<file path="src/rtl/ps2_kbd_rx.sv">
// PS/2 keyboard receiver: synchronises the raw PS/2 pins, deframes 11-bit
// frames (start, 8 data LSB first, odd parity, stop) and folds the 0xF0/0xE0
// prefix bytes into is_break/is_extended flags on the following scan code.
`timescale 1ns / 1ps

module ps2_kbd_rx #(
  parameter int unsigned TIMEOUT_CYCLES = 100000
) (
  input  logic       CLOCK_50,
  input  logic       resetn,
  input  logic       ps2_clk,
  input  logic       ps2_dat,
  output logic [7:0] scan_code,
  output logic       scan_valid,
  output logic       is_break,
  output logic       is_extended,
  output logic       frame_err,
  output logic       rx_busy
);

  typedef enum logic [1:0] {StIdle, StData, StParity, StStop} state_e;

  // The counter holds TmoLast one cycle before it would reach TIMEOUT_CYCLES.
  localparam logic [16:0] TmoLast = 17'(TIMEOUT_CYCLES - 1);

  logic       clk_s1_q, clk_s2_q, clk_s3_q;
  logic       dat_s1_q, dat_s2_q;
  logic       fall;
  logic       fall_q, bit_q;

  state_e      state_q, state_d;
  logic [2:0]  bit_cnt_q, bit_cnt_d;
  logic [7:0]  shift_q, shift_d;
  logic        par_q, par_d;
  logic [16:0] tmo_q, tmo_d;
  logic        break_pend_q, break_pend_d;
  logic        ext_pend_q, ext_pend_d;
  logic [7:0]  scan_code_q, scan_code_d;
  logic        scan_valid_q, scan_valid_d;
  logic        is_break_q, is_break_d;
  logic        is_ext_q, is_ext_d;
  logic        frame_err_q, frame_err_d;
  logic        timeout;
  logic        frame_good;

  assign fall = clk_s3_q & ~clk_s2_q;

  // Pin synchronisers; the fall strobe and the data bit it samples are registered together.
  always_ff @(posedge CLOCK_50 or negedge resetn) begin
    if (!resetn) begin
      clk_s1_q <= 1'b1;
      clk_s2_q <= 1'b1;
      clk_s3_q <= 1'b1;
      dat_s1_q <= 1'b1;
      dat_s2_q <= 1'b1;
      fall_q   <= 1'b0;
      bit_q    <= 1'b1;
    end else begin
      clk_s1_q <= ps2_clk;
      clk_s2_q <= clk_s1_q;
      clk_s3_q <= clk_s2_q;
      dat_s1_q <= ps2_dat;
      dat_s2_q <= dat_s1_q;
      fall_q   <= fall;
      if (fall) begin
        bit_q <= dat_s2_q;
      end
    end
  end

  // A fall at the same edge as the timeout keeps the frame alive.
  assign timeout    = (state_q != StIdle) && (tmo_q == TmoLast) && !fall_q;
  assign frame_good = ((^shift_q) ^ par_q) & bit_q;

  // Frame FSM, timeout counter and prefix/scan-code decode.
  always_comb begin
    state_d      = state_q;
    bit_cnt_d    = bit_cnt_q;
    shift_d      = shift_q;
    par_d        = par_q;
    break_pend_d = break_pend_q;
    ext_pend_d   = ext_pend_q;
    scan_code_d  = scan_code_q;
    is_break_d   = is_break_q;
    is_ext_d     = is_ext_q;
    scan_valid_d = 1'b0;
    frame_err_d  = 1'b0;
    tmo_d        = (state_q == StIdle || fall_q) ? 17'd0 : tmo_q + 17'd1;

    if (fall_q) begin
      case (state_q)
        StIdle: begin
          // A high bit while idle is line noise, not an error.
          if (!bit_q) begin
            state_d   = StData;
            bit_cnt_d = 3'd0;
            shift_d   = 8'h00;
          end
        end
        StData: begin
          shift_d   = {bit_q, shift_q[7:1]};
          bit_cnt_d = bit_cnt_q + 3'd1;
          if (bit_cnt_q == 3'd7) begin
            state_d = StParity;
          end
        end
        StParity: begin
          par_d   = bit_q;
          state_d = StStop;
        end
        StStop: begin
          state_d = StIdle;
          if (frame_good) begin
            if (shift_q == 8'hF0) begin
              break_pend_d = 1'b1;
            end else if (shift_q == 8'hE0) begin
              ext_pend_d = 1'b1;
            end else begin
              scan_code_d  = shift_q;
              is_break_d   = break_pend_q;
              is_ext_d     = ext_pend_q;
              scan_valid_d = 1'b1;
              break_pend_d = 1'b0;
              ext_pend_d   = 1'b0;
            end
          end else begin
            frame_err_d  = 1'b1;
            break_pend_d = 1'b0;
            ext_pend_d   = 1'b0;
          end
        end
        default: state_d = StIdle;
      endcase
    end else if (timeout) begin
      state_d      = StIdle;
      frame_err_d  = 1'b1;
      break_pend_d = 1'b0;
      ext_pend_d   = 1'b0;
    end
  end

  // State and output registers.
  always_ff @(posedge CLOCK_50 or negedge resetn) begin
    if (!resetn) begin
      state_q      <= StIdle;
      bit_cnt_q    <= 3'd0;
      shift_q      <= 8'h00;
      par_q        <= 1'b0;
      tmo_q        <= 17'd0;
      break_pend_q <= 1'b0;
      ext_pend_q   <= 1'b0;
      scan_code_q  <= 8'h00;
      scan_valid_q <= 1'b0;
      is_break_q   <= 1'b0;
      is_ext_q     <= 1'b0;
      frame_err_q  <= 1'b0;
    end else begin
      state_q      <= state_d;
      bit_cnt_q    <= bit_cnt_d;
      shift_q      <= shift_d;
      par_q        <= par_d;
      tmo_q        <= tmo_d;
      break_pend_q <= break_pend_d;
      ext_pend_q   <= ext_pend_d;
      scan_code_q  <= scan_code_d;
      scan_valid_q <= scan_valid_d;
      is_break_q   <= is_break_d;
      is_ext_q     <= is_ext_d;
      frame_err_q  <= frame_err_d;
    end
  end

  assign scan_code   = scan_code_q;
  assign scan_valid  = scan_valid_q;
  assign is_break    = is_break_q;
  assign is_extended = is_ext_q;
  assign frame_err   = frame_err_q;
  assign rx_busy     = (state_q != StIdle);

endmodule

</file>
<file path="config.mk">
export PLATFORM = sky130hd
export DESIGN_NAME = ps2_kbd_rx
export DESIGN_NICKNAME = d
export VERILOG_FILES = /design/src/rtl/ps2_kbd_rx.sv
export SDC_FILE = /design/constraint.sdc
export NUM_CORES = 1
export LEC_CHECK = 0
export BUFFER_PORTS_ARGS = -buffer_cell sky130_fd_sc_hd__buf_2
export CAP_MARGIN = 40
export CORE_MARGIN = 5
export CORE_UTILIZATION = 55
export CTS_BUF_LIST = sky130_fd_sc_hd__clkbuf_8
export DETAILED_ROUTE_END_ITERATION = 12
export GPL_ROUTABILITY_DRIVEN = 0
export PLACE_DENSITY = 0.74
export SETUP_SLACK_MARGIN = 0.15
export SYNTH_ARGS = -nofsm -noshare
export SYNTH_HDL_FRONTEND = slang
export SYNTH_SLANG_ARGS = --single-unit
</file>
<file path="constraint.sdc">
create_clock -name CLOCK_50 -period 2.4 [get_ports CLOCK_50]
set_input_delay 0.48 -clock CLOCK_50 [delete_from_list [all_inputs] [get_ports CLOCK_50]]
set_output_delay 0.48 -clock CLOCK_50 [all_outputs]
set_load 0.03 [all_outputs]
</file>
# Yosys cells after proc, flatten, opt, wreduce, memory -nomap -nowiden
# Index checks and enable logic that the tools add are counted.
# op_classes
multipliers	0
bitwise	6
muxes	30
shifts	0
order_cmp	0
div_mod_pow	0
n_reduce_logical	15
eq_ne	13
addsub	2
# op_table
operator	count
$mux 1	20
$add 17x1->17 const B	1
$eq 17x17->1 const B	1
$mux 17	1
$eq 8x8->1 const B	2
$pmux 8 s2	1
$reduce_and 3->1	4
$ne 3x3->1 const B	3
$mux 2	4
$mux 8	1
$pmux 2 s4	1
$reduce_xor 8->1	1
$pmux 3 s2	1
$reduce_bool 2->1	3
$reduce_and 5->1	1
$eq 2x2->1 const B	2
$ne 4x4->1 const B	1
$add 3x1->3 const B	1
$eq 3x3->1 const B	1
$mux 3	1
$not 1->1	3
$and 1x1->1	2
$eq 2x1->1 const B	1
$logic_and 1x1->1	2
other kinds (7)	7
# word_totals
latch_bits	0
ramBits	0
inputBits	4
memories	0
elab_cells	85
romBits	0
reg_bits	52

# Logic depth before layout (Yosys ltp)
# depth
depth_word	6
depth_mapped	8
depth_no_buf	7

# Worst setup path after synthesis
# OpenSTA, ideal clock, no wires.
# synth_path
kind	flip-flop to flip-flop
start	register shift_q[2]
end	register is_break_q, in the netlist is_break
period_less_slack_ps	1991
setup_slack_ps	409
arrival_time_ps	1866
path_stages_with_launch	9
path_buffers	1
cell_sequence	dfrtp_1 > inv_1 > ha_1 > xnor3_1 > xnor2_1 > nor2_2 > o211ai_2 > buf_6 > mux2_4
# synth_via
elab_chain_cells	4
# synth_lines
item	line_no	text
start, declared	33	logic [7:0] shift_q, shift_d;
start signal, assigned	160	shift_q <= shift_d;
$reduce_xor 8->1	73	assign frame_good = ((^shift_q) ^ par_q) & bit_q;
$xor 1x1->1	73	
$and 1x1->1	73	
$reduce_and 5->1 (no source line) *	n/a	
end signal, assigned	167	is_break_q <= is_break_d;
end, declared	40	logic is_break_q, is_break_d;
# Mark *: on every way between the ends. The rest lies on a longest branch, timed or not.
# A chain may end at the register's enable or synchronous reset.

# Final worst setup path
# layout_path
start	register shift_q[3]
end	register scan_code_q[3], in the netlist scan_code[3]
# layout_via
elab_chain_cells	4
# layout_lines
item	line_no	text
$reduce_xor 8->1	73	
$xor 1x1->1	73	
$and 1x1->1	73	
$reduce_and 5->1 (no source line)	n/a	
end signal, assigned	165	scan_code_q <= scan_code_d;
end, declared	38	logic [7:0] scan_code_q, scan_code_d;
# Parallel ways exist; a longest one is shown, timed or not.

==> impl_metrics.toml <==
[outcome]
outcome = "completed"

[detailed_routing]
routed_wl_mm = 4.027
viasPerCell = 5.341
routedWlPerCell_um = 13.74
firstDrtPassIters = 4
drc = 0
final_antenna_net_count = 0
drt_iter0_markers = 71
route.vias.total = 1565

[synth]
ys_ff_latch = 52
synthDistinctLibCells = 35
synth_edf_count = 0
synth_most_common_cell = "dfrtp_1"
synth_xor_area_frac = 0.06974
synth_mux_area_frac = 0.07333
synthArstFlopShare = 1.000
synth_top_family_by_area = "simple AND/OR/NAND/NOR gates"
syn_area_mm2 = 0.002440
synth-seq-area-share = 0.5364
synth_area_leaders = "dfrtp_1 (47%), ha_1 (6.7%), dfstp_2 (6.5%), mux2_4 (5.5%), xor2_1 (3.6%)"
synth_top_area_frac = 0.4718
synth-main-ff-cell = "dfrtp_1"
synth_nets = 233
syn_inst = 216
synth_adder_area_share = 0.06667
syn_area_per_cell_um2 = 11.30
ys_warn_count = 0
synth_common_cells = "dfrtp_1 (46), nor2_1 (21), inv_1 (19), nand3_1 (17), o21ai_0 (16)"
synth_top_cell_by_area = "dfrtp_1"
synthSimpleGateAreaFrac = 0.1513
synth_compound_area_frac = 0.06256

[floorplanning]
die_w_um = 76.61
core-area_mm2 = 0.004324
dieArea_mm2 = 0.005868
die_y_um = 76.61
start_util = 0.5642
io_pins = 17
num_rows = 24

[pwr]
p_leak_nw = 1.321
pwr_density_cell_mw_per_mm2 = 834.2
ir_drop_mv = 0.4272

[place]
placed_area_mm2 = 0.002581
dpl.hpwl_mm = 2.675
place_inst = 282
io_buffer_count = 16

[clock_tree]
clock-sinks = 52
clk_path_buf_depth = 2
clk_latency_ns = 0.30
cts_tree = "yes"
clkTransAtPathRegs_ns = 0.08
hold_buffers = 0
numCtsBuffers = 5
cts_root_buf = "clkbuf_8"
h-tree-depth = 2

[timing]
max_slew_margin = 0.5724
worstMarginPinSlew_ns = 0.6414
hold_viol_final = 0
grt_setup_unrepaired = "true"
max_freq_ghz = 0.4627
setup_viol = 0
layout_min_cycle_time_ns = 2.161
clock_skew_ns = 0.003914
drv_slew = 0
fin_crit_sh = 0.9005
setup_tns_ns = 0

[setup_path]
cp-end-kind = "register"
critPathArrivalTime_ns = 2.35
critical_path_class = "reg -> reg"
crit_path_max_fanout = 8
setup.worst_path.start_class = "register"
crit_required_ns = 2.59

[global_route]
grtUsageTotal = 0.1508
antenna_found_initial = 0
grt-busiest-layer = "met2"
grt_overflow_total = 0
grt_pass1_vias = 1542
grt_use_met3 = 0.04965
grt_max_degree = 53
gr-usage-met1 = 0.1940
grtUsageMet2 = 0.2380
grt_pass1_wl_mm = 7.251

[cells_and_area]
fin_area_mm2 = 0.002745
nets = 257
area.growth.synth_to_final_pct = 12.51
finalNonFillerCells = 293
drive_gt1_frac = 0.2324
diodes = 0

[flow_run]
maxCapViolCount = 0

[hold_path]
min_path_type = "in -> reg"
worst max-delay path, stage by stage, from the launching register on:
cell	delay (ns)
dfrtp_1	0.39
inv_1	0.06
ha_1	0.27
xnor3_1	0.42
xnor2_2	0.17
nor2_2	0.16
o211ai_4	0.12
buf_12	0.16
mux2_4	0.29
metal layers:
metal  part of all wire  vias up
li1                   -      771
met1               0.48      760
met2               0.47       28
met3              0.043        6
met4              0.017        0
met5                  0        -
area by class of cell:
cell class	count	area, um^2
Sequential cell	52	1309
Timing Repair Buffer	22	137.6
Inverter	19	71.32
Clock buffer	5	68.82
Fill cell	348	1579
Clock inverter	3	38.79
Tap cell	52	65.06
Multi-Input combinational cell	140	1055
through the flow:
step                      utilization  hold WS [ns]  total power [mW]  worst slack (ns)
after floorplan                     -        0.1844             1.525            0.4088
after global placement         0.5969        0.3460             1.671            0.1883
after detailed placement       0.5969        0.3476             1.686            0.1370
after CTS                      0.6238        0.2594             2.282            0.1956
after global routing           0.6348        0.2542             2.449            0.1353
final                          0.6348        0.2712             2.290            0.2389
cell families after synthesis:
logic type,Yosys count
simple gates,71
flops,52
compound gates,26
buf+inv,24
xor+xnor,17
mux,13
fa+ha+maj,13
where the power goes:
part / switching [mW] / total [mW] / internal, mW
Sequential: 0.0958 / 1.08 / 0.982
Combinational: 0.392 / 0.638 / 0.247
Clock: 0.269 / 0.574 / 0.305
Total: 0.757 / 2.29 / 1.53
placed cells by master (no fill, tap or decap), drive strengths merged, types with 3 or more instances in the layout:
| cell type | synthesis | final |
|---|---|---|
| nand4 | 4 | 4 |
| clkbuf | 4 | 5 |
| dfrtp | 46 | 46 |
| xor2 | 11 | 11 |
| nor2 | 22 | 22 |
| a21oi | 4 | 4 |
| mux2 | 12 | 12 |
| xnor2 | 5 | 5 |
| nor3 | 3 | 3 |
| o22ai | 3 | 3 |
| nand3 | 17 | 17 |
| inv | 19 | 20 |
| o21ai | 16 | 16 |
| ha | 13 | 13 |
| nand2 | 13 | 13 |
| dfstp | 6 | 6 |
| buf | 1 | 22 |
flip-flops by register name, summed over array words and instances, names as in the netlist, 2 cells and up:
signal     count
tmo_q         17
state_q        2
shift_q        8
scan_code      8
bit_cnt_q      3
worst paths after layout:
path | startpoint | endpoint | slack (ns) | cells past startpoint
min | ps2_clk | clk_s1_q | 0.27 | 1
max | shift_q[3] | scan_code[3] | 0.24 | 8
min reg2reg | clk_s1_q | clk_s2_q | 0.36 | 0
min in group asynchronous | resetn | tmo_q[0] | 0.28 | 2
max in group asynchronous | resetn | bit_cnt_q[0] | 1.69 | 2
max reg2reg | shift_q[3] | scan_code[3] | 0.24 | 8
repair_timing:
action / CTS / global route
resized for setup: 1 / 2
setup endpoints to repair: 10 / 11
pin swaps: 0 / 1
setup buffers: 0 / 3
Power figures use the tool's default switching activity.
